### config.mk
export PLATFORM = sky130hd
export DESIGN_NAME = ps2_host_tx
export DESIGN_NICKNAME = d
export VERILOG_FILES = /design/src/rtl/ps2_host_tx.sv
export SDC_FILE = /design/constraint.sdc
export NUM_CORES = 1
export LEC_CHECK = 0
export ABC_AREA = 1
export BUFFER_PORTS_ARGS = -buffer_cell sky130_fd_sc_hd__buf_4
export CAP_MARGIN = 10
export CORE_MARGIN = 1.5
export CORE_UTILIZATION = 60
export DETAILED_ROUTE_END_ITERATION = 8
export PLACE_DENSITY = 0.78
export SYNTH_ARGS = -nofsm -noshare
export SYNTH_HDL_FRONTEND = slang
export SYNTH_SLANG_ARGS = --single-unit
### constraint.sdc
create_clock -name wb_clk_i -period 5.3 [get_ports wb_clk_i]
set_input_delay 0.265 -clock wb_clk_i [delete_from_list [all_inputs] [get_ports wb_clk_i]]
set_output_delay 0.265 -clock wb_clk_i [all_outputs]
set_load 0.02 [all_outputs]
### src/rtl/ps2_host_tx.sv
// PS/2 host-to-device transmitter: sends one command byte to the keyboard using
// open-drain pull-low enables on the PS/2 clock and data lines.
module ps2_host_tx #(
    parameter int unsigned CLK_HZ      = 50_000_000,
    parameter int unsigned INHIBIT_US  = 100,
    parameter int unsigned START_TO_US = 15000,
    parameter int unsigned FRAME_TO_US = 2000,
    parameter int unsigned FILT        = 8
) (
    input  logic       wb_clk_i,
    input  logic       wb_rst_i,
    input  logic [7:0] tx_dat,
    input  logic       tx_stb,
    output logic       tx_busy,
    output logic       tx_done,
    output logic       tx_err,
    input  logic       ps2_clk_i,
    input  logic       ps2_data_i,
    output logic       ps2_clk_oe,
    output logic       ps2_data_oe
);

    localparam int unsigned CYC_PER_US = CLK_HZ / 1_000_000;
    localparam int unsigned INHIB_CYC  = INHIBIT_US * CYC_PER_US;
    localparam int unsigned START_CYC  = START_TO_US * CYC_PER_US;
    localparam int unsigned FRAME_CYC  = FRAME_TO_US * CYC_PER_US;
    localparam int unsigned MAX_AB     = (INHIB_CYC > START_CYC) ? INHIB_CYC : START_CYC;
    localparam int unsigned TMR_MAX    = (MAX_AB > FRAME_CYC) ? MAX_AB : FRAME_CYC;
    localparam int unsigned TMR_W      = $clog2(TMR_MAX + 1);
    localparam int unsigned FCNT_W     = $clog2(FILT + 1);

    typedef enum logic [3:0] {
        S_IDLE, S_INHIB, S_START, S_REQ, S_BITS, S_ACK, S_WREL, S_DONE, S_ERR
    } state_t;

    state_t              r_state, w_state_nxt;
    logic [TMR_W-1:0]    r_tmr, w_tmr_nxt;
    logic [3:0]          r_n, w_n_nxt;
    logic [8:0]          r_frame, w_frame_nxt;
    logic                r_clk_s1, r_clk_s2, r_data_s1, r_data_s2;
    logic                r_clk_f, w_clk_f_nxt;
    logic [FCNT_W-1:0]   r_fcnt, w_fcnt_nxt;
    logic                r_fall, w_fall_nxt;
    logic                r_tx_busy, r_tx_done, r_tx_err, r_clk_oe, r_data_oe;
    logic                w_tmo;

    assign tx_busy     = r_tx_busy;
    assign tx_done     = r_tx_done;
    assign tx_err      = r_tx_err;
    assign ps2_clk_oe  = r_clk_oe;
    assign ps2_data_oe = r_data_oe;

    // Glitch filter: the filtered clock follows the synced pin only after FILT equal samples.
    always_comb begin
        w_clk_f_nxt = r_clk_f;
        w_fcnt_nxt  = '0;
        w_fall_nxt  = 1'b0;
        if (r_clk_s2 != r_clk_f) begin
            if (r_fcnt == FCNT_W'(FILT - 1)) begin
                w_clk_f_nxt = r_clk_s2;
                w_fall_nxt  = ~r_clk_s2;
            end else begin
                w_fcnt_nxt = r_fcnt + FCNT_W'(1);
            end
        end
    end

    // Frame timeout shared by BITS, ACK and WREL.
    assign w_tmo = (r_tmr >= TMR_W'(FRAME_CYC - 1));

    // Next-state and datapath logic; bits shift out LSB first on each filtered falling edge.
    always_comb begin
        w_state_nxt = r_state;
        w_tmr_nxt   = r_tmr;
        w_n_nxt     = r_n;
        w_frame_nxt = r_frame;
        case (r_state)
            S_IDLE: begin
                w_tmr_nxt = '0;
                w_n_nxt   = '0;
                if (tx_stb) begin
                    w_frame_nxt = {~^tx_dat, tx_dat};
                    w_state_nxt = S_INHIB;
                end
            end
            S_INHIB: begin
                if (r_tmr == TMR_W'(INHIB_CYC - 1)) begin
                    w_tmr_nxt   = '0;
                    w_state_nxt = S_START;
                end else begin
                    w_tmr_nxt = r_tmr + TMR_W'(1);
                end
            end
            S_START: begin
                w_tmr_nxt   = '0;
                w_state_nxt = S_REQ;
            end
            S_REQ: begin
                if (r_fall) begin
                    w_tmr_nxt   = '0;
                    w_n_nxt     = 4'd1;
                    w_state_nxt = S_BITS;
                end else if (r_tmr >= TMR_W'(START_CYC - 1)) begin
                    w_state_nxt = S_ERR;
                end else begin
                    w_tmr_nxt = r_tmr + TMR_W'(1);
                end
            end
            S_BITS: begin
                if (w_tmo) begin
                    w_state_nxt = S_ERR;
                end else begin
                    w_tmr_nxt = r_tmr + TMR_W'(1);
                    if (r_fall) begin
                        w_frame_nxt = {1'b1, r_frame[8:1]};
                        w_n_nxt     = r_n + 4'd1;
                        if (r_n == 4'd9) begin
                            w_state_nxt = S_ACK;
                        end
                    end
                end
            end
            S_ACK: begin
                if (w_tmo) begin
                    w_state_nxt = S_ERR;
                end else begin
                    w_tmr_nxt = r_tmr + TMR_W'(1);
                    if (r_fall) begin
                        w_state_nxt = r_data_s2 ? S_ERR : S_WREL;
                    end
                end
            end
            S_WREL: begin
                if (w_tmo) begin
                    w_state_nxt = S_ERR;
                end else begin
                    w_tmr_nxt = r_tmr + TMR_W'(1);
                    if (r_clk_f && r_data_s2) begin
                        w_state_nxt = S_DONE;
                    end
                end
            end
            S_DONE:  w_state_nxt = S_IDLE;
            S_ERR:   w_state_nxt = S_IDLE;
            default: w_state_nxt = S_IDLE;
        endcase
    end

    // Registers: synchronizers, filter, FSM state and outputs decoded from the next state.
    always_ff @(posedge wb_clk_i) begin
        if (wb_rst_i) begin
            r_clk_s1  <= 1'b1;
            r_clk_s2  <= 1'b1;
            r_data_s1 <= 1'b1;
            r_data_s2 <= 1'b1;
            r_clk_f   <= 1'b1;
            r_fcnt    <= '0;
            r_fall    <= 1'b0;
            r_state   <= S_IDLE;
            r_tmr     <= '0;
            r_n       <= '0;
            r_frame   <= '0;
            r_tx_busy <= 1'b0;
            r_tx_done <= 1'b0;
            r_tx_err  <= 1'b0;
            r_clk_oe  <= 1'b0;
            r_data_oe <= 1'b0;
        end else begin
            r_clk_s1  <= ps2_clk_i;
            r_clk_s2  <= r_clk_s1;
            r_data_s1 <= ps2_data_i;
            r_data_s2 <= r_data_s1;
            r_clk_f   <= w_clk_f_nxt;
            r_fcnt    <= w_fcnt_nxt;
            r_fall    <= w_fall_nxt;
            r_state   <= w_state_nxt;
            r_tmr     <= w_tmr_nxt;
            r_n       <= w_n_nxt;
            r_frame   <= w_frame_nxt;
            r_tx_busy <= (w_state_nxt != S_IDLE);
            r_tx_done <= (w_state_nxt == S_DONE);
            r_tx_err  <= (w_state_nxt == S_ERR);
            r_clk_oe  <= (w_state_nxt == S_INHIB) || (w_state_nxt == S_START);
            r_data_oe <= (w_state_nxt == S_START) || (w_state_nxt == S_REQ) ||
                         ((w_state_nxt == S_BITS) && !w_frame_nxt[0]);
        end
    end

endmodule

== Word-level counts from Yosys, hierarchy flattened ==
Index checks and enable logic that the tools add are counted.
Storage, ports and cells
  memories kept: 0
  logic and storage cells: 93
  bits of input ports: 13
  ROM bits: 0
  bits in latches: 0
  register bits: 52
  RAM bits: 0
Cells by class
  equal/unequal tests: 22
  add/sub/neg operators: 3
  reductions and logical operators: 20
  muxes and demuxes: 26
  order comparisons: 2
  bitwise operators: 3
  shift-type cells: 0
  div/mod/pow operators: 0
  multiply operators: 0
Operators by type and width (count)
  2-to-1 mux 20 bit: 4
  case mux 20 bit (4 select lines): 1
  2-to-1 mux 4 bit: 15
  case mux 4 bit (7 select lines): 1
  2-to-1 mux 9 bit: 3
  equality test 4 x 3 -> 1 bit (second input constant): 6
  adder 20 x 1 -> 20 bit (second input constant): 1
  equality test 20 x 13 -> 1 bit (second input constant): 1
  >= comparator 20 x 17 -> 1 bit (second input constant): 1
  >= comparator 20 bit (second input constant): 1
  case mux 9 bit (2 select lines): 1
  equality test 4 x 2 -> 1 bit (second input constant): 4
  case mux 4 bit (3 select lines): 1
  != test 2 bit (second input constant): 5
  OR reduction 3 bit: 3
  adder 4 x 1 -> 4 bit (second input constant): 2
  equality test 4 x 1 -> 1 bit (second input constant): 2
  equality test 4 bit (second input constant): 2
  AND reduction 4 bit: 2
  nonzero test 4 bit: 2
  XNOR reduction 8 bit: 1
  zero test 4 bit: 1
  logical OR 1 bit: 3
  != test 3 bit (second input constant): 1
  other kinds (9): 12

== Depth between registers and ports, before layout ==
Gate-level depths: netlist of the first run.
  depth in word-level cells: 8
  depth in mapped cells: 16

== Worst setup path after synthesis of the first run ==
OpenSTA, ideal clock, no wires.
  kind: reg2reg
  from: register r_tmr[0]
  to: register r_tmr[10]
  period minus slack after synthesis: 1745 ps
  required time: 5231 ps
  stages on the path, launching flop included: 13
  arrival time: 1676 ps
  library setup time: 69 ps
  slack: 3555 ps
  path through: dfxtp_1 > ha_1 > nand3_2 > nor2_1 > nand2_1 > nand3_2 > nand2_4 > o21ai_4 > inv_2 > nand2_8 > buf_12 > nand2_2 > a21oi_2
On the way
  cells in the longest elaborated chain, start to end: 4
Ends and longest elaborated chain
  start, declared: RTL line 37  | logic [TMR_W-1:0] r_tmr, w_tmr_nxt;
  start signal, assigned: RTL line 177  | r_tmr <= w_tmr_nxt;
  adder 20 x 1 -> 20 bit
  2-to-1 mux 20 bit: RTL line 103  | end else if (r_tmr >= TMR_W'(START_CYC - 1)) begin
  2-to-1 mux 20 bit: RTL line 99  | if (r_fall) begin
  case mux 20 bit (4 select lines): RTL line 77  | case (r_state)
Several ways; a longest one is shown, not always the timed one. The select of a mux whose other input is x is not followed.
A chain may end at the register's enable or synchronous reset.

== Final worst setup path of the first run ==
  from: register r_state[3]
  to: register r_tmr[18]
On the way
  cells in the longest elaborated chain, start to end: 4
Ends and longest elaborated chain
  start, declared: RTL line 36  | state_t r_state, w_state_nxt;
  start signal, assigned: RTL line 176  | r_state <= w_state_nxt;
  equality test 4 x 3 -> 1 bit (tied with other cells): RTL line 77
  OR reduction 3 bit (no line) or OR reduction 2 bit (tied branches)
  != test 2 bit (no line) or nonzero test 4 bit (tied branches)
  AND reduction 3 bit (no line)
Several ways; a longest one is shown, not always the timed one.

==> results.md, run 1 <==
* Largest net degree at the start of global routing at 37
* Peak Freq at 412 MHz
* Final hold violations at 0
* GPL Wtd Cong at 0.907
* CTS HTree Levels at 2
* Fin worst setup slack at 2.88 ns
* Grt total ovfl at 0
* Max_slew headroom at 0.349
* Post-CTS Hold Fix Bufs at 0
* Final ANT Viol Nets at 0
* Worst clock skew at 0.00764 ns
* Pre-CTS setup slack at 2.89 ns
* Register bit count reported by yosys at 52
* Synth top area cells: dfxtp_1 29%, nand2_1 15%, nand3_1 11%
* Synth async-reset ratio at 0
* CP cell instances: clkinv_1 -> nand2_1 -> nor2_1 -> inv_2 -> nand2_1 -> nand2_8 -> o21ai_1 -> nor2_1
* Post-Place Cell Area at 3710 sq um
* Worst Path Required at 5.50 ns
* Synth Instances at 573
* Syn Area/Cell at 6.30 sq um
* Io pins at 18
* Die Wd at 80.6 microns
* Nets@finish at 593
* Fin Setup TNS at 0 ns
* DRC violations left at 0
* Critical path type: flop to flop
* Worst-Margin Slew at 0.973 ns
* Overall Global Routing Usage at 0.302
* CP startpoint kind: flop
* Cell Area, Synth at 3610 sq um
* DR WL/cell at 14.1 microns
* Clock Tree Buf Depth at 2
* Top cell type's share of synthesized area at 0.288
* RSZ-0062 raised after global routing: no
* Antenna diode count at 0
* Fin area at 3800 sq um
* Max Cap Viol at 0
* Area grow syn2layout at 5.20%
* Vias in the first global route at 3283
* Storage element area at 1040 sq um
* Via Count at 3661
* CP top delay family: simple AND/OR/NAND/NOR gates
* Post-layout min period at 2.42 ns
* Top_reg_cell synth: dfxtp_1
* CP endpoint kind: flop
* IO buf count at 17
* Clock transition at path regs at 0.10 ns
* Filler cells at 560
* Vias/cell at 5.62
* Row Count at 28
* Peak supply drop at 0.172 mV
* P_leak at 1.69 nW
* TritonCTS Buffers at 5
* Die Y at 80.6 microns
* Worst path arrival time at 2.63 ns
* Crit Path Max Fanout at 19
* Post-Route WL at 9190 microns
* Yosys warning count at 0
* Min-delay worst type: input pin to flop
* Ratio of cells with drive above 1 in the final layout at 0.118
* Fin crit share at 0.458
* DP HPWL at 6770 microns
* Final Max Slew Viols at 0
* Final setup vio count at 0
* Worst-Skew Late Latency at 0.32 ns
* Postcts setup bufs at 0
* Slowest cell on crit path: nor2_1
* Synthesized Nets at 590
* Outcome: finished clean
* Register area share after synthesis at 0.288
* Initial antenna violation count at 0
* Commonest cells in the netlist: 142 x nand2_1, 77 x nand3_1, 67 x inv_1
* CTS tree: done
* WP buf/inv at 2
* Clk root buf: clkbuf_8
* Synth unique cells at 38
* Most common cell in the netlist: nand2_1
* CORE AREA at 5850 sq um
* Initial core utilization at 0.617
* Tot Pwr at 0.706 mW
* Die area at 6490 sq um
* First-pass GRT wire length at 15300 microns
* Total clock sinks at 52
* Number of detailed-route iterations in the first pass at 6
* Cell taking the most area after synthesis: dfxtp_1
* Area occupied by multi-input gates at 2170 sq um
* DRT iter0 DRCs at 303
* PwrDens at 186 nW/um^2
* Cts repair resizes at 0
* Post-synth EDFFs at 0
* Biggest cell delay along the critical path at 0.77 ns
worst register-to-register path, delay by kind of cell (launching register included):
kind,cells,cell delay (ns)
flops,1,0.33
compound gates,1,0.32
buf+inv,2,0.30
simple gates,5,1.37
cell usage in the layout, fill, tap and decap left out, types with 10 or more instances in the layout:
master,n
nor3_1,10
dfxtp_1,52
nand2_2,13
nand2_1,142
o21ai_0,16
inv_1,67
xor2_1,11
nand3_1,77
nor2_1,60
a21oi_2,11
nand4_1,23
a21oi_1,14
buf_4,17
per-stage QoR:
stage / cells / hold slack (ns) / utilization
3_3_place_gp: 644 / 0.397 / 0.634
5_1_grt: 652 / 0.117 / 0.649
2_1_floorplan: 573 / 0.369 / -
6_report: 652 / 0.125 / 0.649
4_1_cts: 652 / 0.122 / 0.649
3_5_place_dp: 644 / 0.399 / 0.634
final timing paths:
path | from | endpoint | slack (ns) | depth (start not counted)
min | ps2_clk_i | r_clk_s1 | 0.12 | 2
max | r_state[3] | r_tmr[18] | 2.88 | 8
min reg2reg | r_data_s1 | r_data_s2 | 0.42 | 1
max reg2reg | r_state[3] | r_tmr[18] | 2.88 | 8
routing by layer:
metal | GRT usage | part of all wire | vias to the layer above
li1 | - | - | 1869
met1 | 0.393 | 0.47 | 1655
met2 | 0.500 | 0.46 | 115
met3 | 0.0409 | 0.054 | 22
met4 | 0.122 | 0.023 | 0
met5 | 0 | 0 | -
report_power, final:
| part | leakage [nW] | switching (mW) | internal (mW) |
|---|---|---|---|
| Sequential | 0.423 | 0.00626 | 0.401 |
| Combinational | 1.22 | 0.0384 | 0.0246 |
| Clock | 0.0445 | 0.142 | 0.0941 |
| Total | 1.69 | 0.187 | 0.519 |
flip-flops by register name (all words and copies together), names as in the netlist:
name,cells
ps2_data_oe,1
tx_busy,1
r_clk_s2,1
r_fcnt,4
r_data_s1,1
r_tmr,20
tx_err,1
r_data_s2,1
r_frame,9
r_clk_f,1
r_state,4
r_n,4
r_fall,1
ps2_clk_oe,1
tx_done,1
r_clk_s1,1
kinds of logic after synthesis:
kind of cell,share of synthesized area
buf+inv,0.110
flops,0.288
xor+xnor,0.0412
compound gates,0.106
fa+ha+maj,0.0139
simple gates,0.441
final cells by class:
class | count | area share
clock buffers | 5 | 0.0181
clock inverters | 3 | 0.00560
inverters | 73 | 0.0722
multi-input cells | 427 | 0.572
flip-flops and latches | 52 | 0.274
well taps | 75 | 0.0247
repair buffers | 17 | 0.0336
No activity file was read; power rests on OpenSTA's default activity.
==> inputs of run 2 (changes only) <==
CORE_UTILIZATION = 56   (was 60)
PLACE_DENSITY = 0.77   (was 0.78)
clock period = 2.2 ns   (was 5.3 ns; I/O delays follow)
==> run 2 against run 1 <==
Routed wire length is 2.9% higher. Critical path depth increased by 4. Sequential share of layout area down 1.1 points. Worst setup slack lost 2.7 ns. Maximum frequency is 21% higher. Final cell count grew 2.6%. Hold slack worse by 0.035 ns. Flip-flop and latch count stayed put. Design area grew 4.5%. Register-to-register slack worse by 2.7 ns. Largest power group unchanged.
==> results.md, run 2 (synthesis gave the netlist of run 1 again) <==
* Outcome: finished clean
* Critical path type: flop to flop
* Final hold violations at 0 (unchanged)
* Fin area at 3970 sq um (+4.5%)
* Crit Path Max Fanout at 14 (-5)
* Peak Freq at 501 MHz (+21%)
* Final ANT Viol Nets at 0 (unchanged)
* Final setup vio count at 0 (unchanged)
* Clk root buf: clkbuf_8
* Hold depth at 3 (+1)
* Io pins at 18 (unchanged)
* Largest register FFs at 20 (unchanged)
* Area grow syn2layout at 9.91%
* Max_slew headroom at 0.599 (+0.250)
* Die Y at 83.3 microns (+3.4%)
* Antenna diode count at 0 (unchanged)
* Worst path arrival time at 2.24 ns (-0.39 ns)
* Post-Place Cell Area at 3810 sq um (+2.9%)
* Total clock sinks at 52 (unchanged)
* Reg2Reg Depth at 12 (+4)
* Final Max Slew Viols at 0 (unchanged)
* Row Count at 29 (+3.6%)
* CORE AREA at 6280 sq um (+7.3%)
* Filler cells at 624 (+11%)
* CTS HTree Levels at 2 (unchanged)
* Grt total ovfl at 0 (unchanged)
* Commonest non-fill, non-tap cell in the layout: nand2_1
* Clock Tree Buf Depth at 2 (unchanged)
* Worst-Skew Late Latency at 0.31 ns (about the same)
* Worst-Margin Slew at 0.600 ns (-0.372 ns)
* Min-delay worst type: input pin to flop
* Nets@finish at 609 (+2.7%)
* Peak supply drop at 0.325 mV (+90%)
* Ratio of cells with drive above 1 in the final layout at 0.140 (+0.0224)
* Via Count at 3769 (+3.0%)
* Overall Global Routing Usage at 0.281 (-0.0216)
* DR WL/cell at 14.1 microns (+0.27%)
* Vias/cell at 5.63 (+0.33%)
* Max Cap Viol at 0 (unchanged)
* Number of detailed-route iterations in the first pass at 5 (-1)
* PwrDens at 482 nW/um^2 (+160%)
* TritonCTS Buffers at 5 (unchanged)
* Initial core utilization at 0.575 (-0.0419)
* CTS tree: done
* Top flop regs: r_tmr x20, r_frame x9
* Worst clock skew at 0.0137 ns (+0.00602 ns)
* IO buf count at 17 (unchanged)
* P_leak at 1.79 nW (+5.9%)
* Clock transition at path regs at 0.10 ns (about the same)
* CP endpoint kind: flop
* Commonest cells after routing, fill and taps aside: 142 x nand2_1, 77 x nand3_1, 67 x inv_1
* CP startpoint kind: flop
* Fin crit share at 0.908 (+0.450)
* DRT iter0 DRCs at 211 (-30%)
* Post-Route WL at 9450 microns (+2.9%)
* Fin Setup TNS at 0 ns (unchanged)
* Post-layout min period at 2.00 ns (-0.428 ns)
* Die Wd at 83.3 microns (+3.4%)
* DP HPWL at 6910 microns (+2.0%)
* Vias in the first global route at 3569 (+8.7%)
* Biggest register: r_tmr
* Initial antenna violation count at 0 (unchanged)
* DRC violations left at 0 (unchanged)
* Worst Path Required at 2.45 ns (-3.05 ns)
* Die area at 6940 sq um (+6.9%)
* Largest net degree at the start of global routing at 37 (unchanged)
* RSZ-0062 raised after global routing: no
* GPL Wtd Cong at 0.948 (+4.6%)
* First-pass GRT wire length at 16100 microns (+4.9%)
==> run 2: worst paths after layout <==
kind                  start          to  slack, ns
setup / recovery   r_tmr[1]   r_tmr[12]       0.20
hold reg to reg    r_clk_s1    r_clk_s2       0.42
setup reg to reg   r_tmr[1]   r_tmr[12]       0.20
hold / removal    tx_dat[2]  r_frame[2]       0.09
==> run 2: where the power goes <==
group	internal (mW)	switching [mW]	leakage [nW]
logic	0.0649	0.0951	1.30
registers	0.966	0.0149	0.423
clock network	0.448	0.325	0.0642
total	1.48	0.435	1.79
==> run 2: cell type report <==
class | count | area, sq um | share of cell area
inverters | 73 | 274 | 0.0691
clock buffers | 5 | 68.8 | 0.0173
clock inverters | 2 | 60.1 | 0.0151
repair buffers | 33 | 253 | 0.0637
multi-input cells | 427 | 2170 | 0.548
flip-flops and latches | 52 | 1040 | 0.263
well taps | 77 | 96.3 | 0.0243
==> run 2: routing by layer <==
| metal | vias up | wire, microns | GRT usage |
|---|---|---|---|
| li1 | 1901 | - | - |
| met4 | 0 | 211 | 0.0985 |
| met2 | 126 | 4510 | 0.499 |
| met5 | - | 0 | 0 |
| met1 | 1719 | 4210 | 0.339 |
| met3 | 23 | 521 | 0.0487 |
==> run 2: critical path, cell delays in order, from the launching register on <==
cell and delay, ns:
dfxtp_1 0.39, ha_1 0.21, nand3_2 0.15, nor2_1 0.14, nand2_1 0.07, nand3_2 0.09
nand2_4 0.10, o21ai_4 0.19, inv_2 0.09, nand2_8 0.13, buf_4 0.18, nand2_1 0.05
a21oi_1 0.14
==> run 2: what timing repair did <==
item	in CTS	in global routing
setup endpoints to repair	0	4
hold buffers	2	0
endpoints found under the hold margin	2	0
gates resized for setup	0	2
buffers inserted	0	0
==> run 2: per-stage QoR <==
step / instances / total power [mW] / setup WS [ns] / utilization / hold slack (ns)
floorplan: 573 / 1.10 / 0.455 / - / 0.214
global placement: 660 / 1.15 / 0.296 / 0.608 / 0.294
detailed placement: 660 / 1.16 / 0.180 / 0.608 / 0.298
CTS: 669 / 1.93 / 0.165 / 0.631 / 0.0935
global route: 669 / 1.98 / 0.00858 / 0.632 / 0.104
finish: 669 / 1.91 / 0.203 / 0.632 / 0.0892
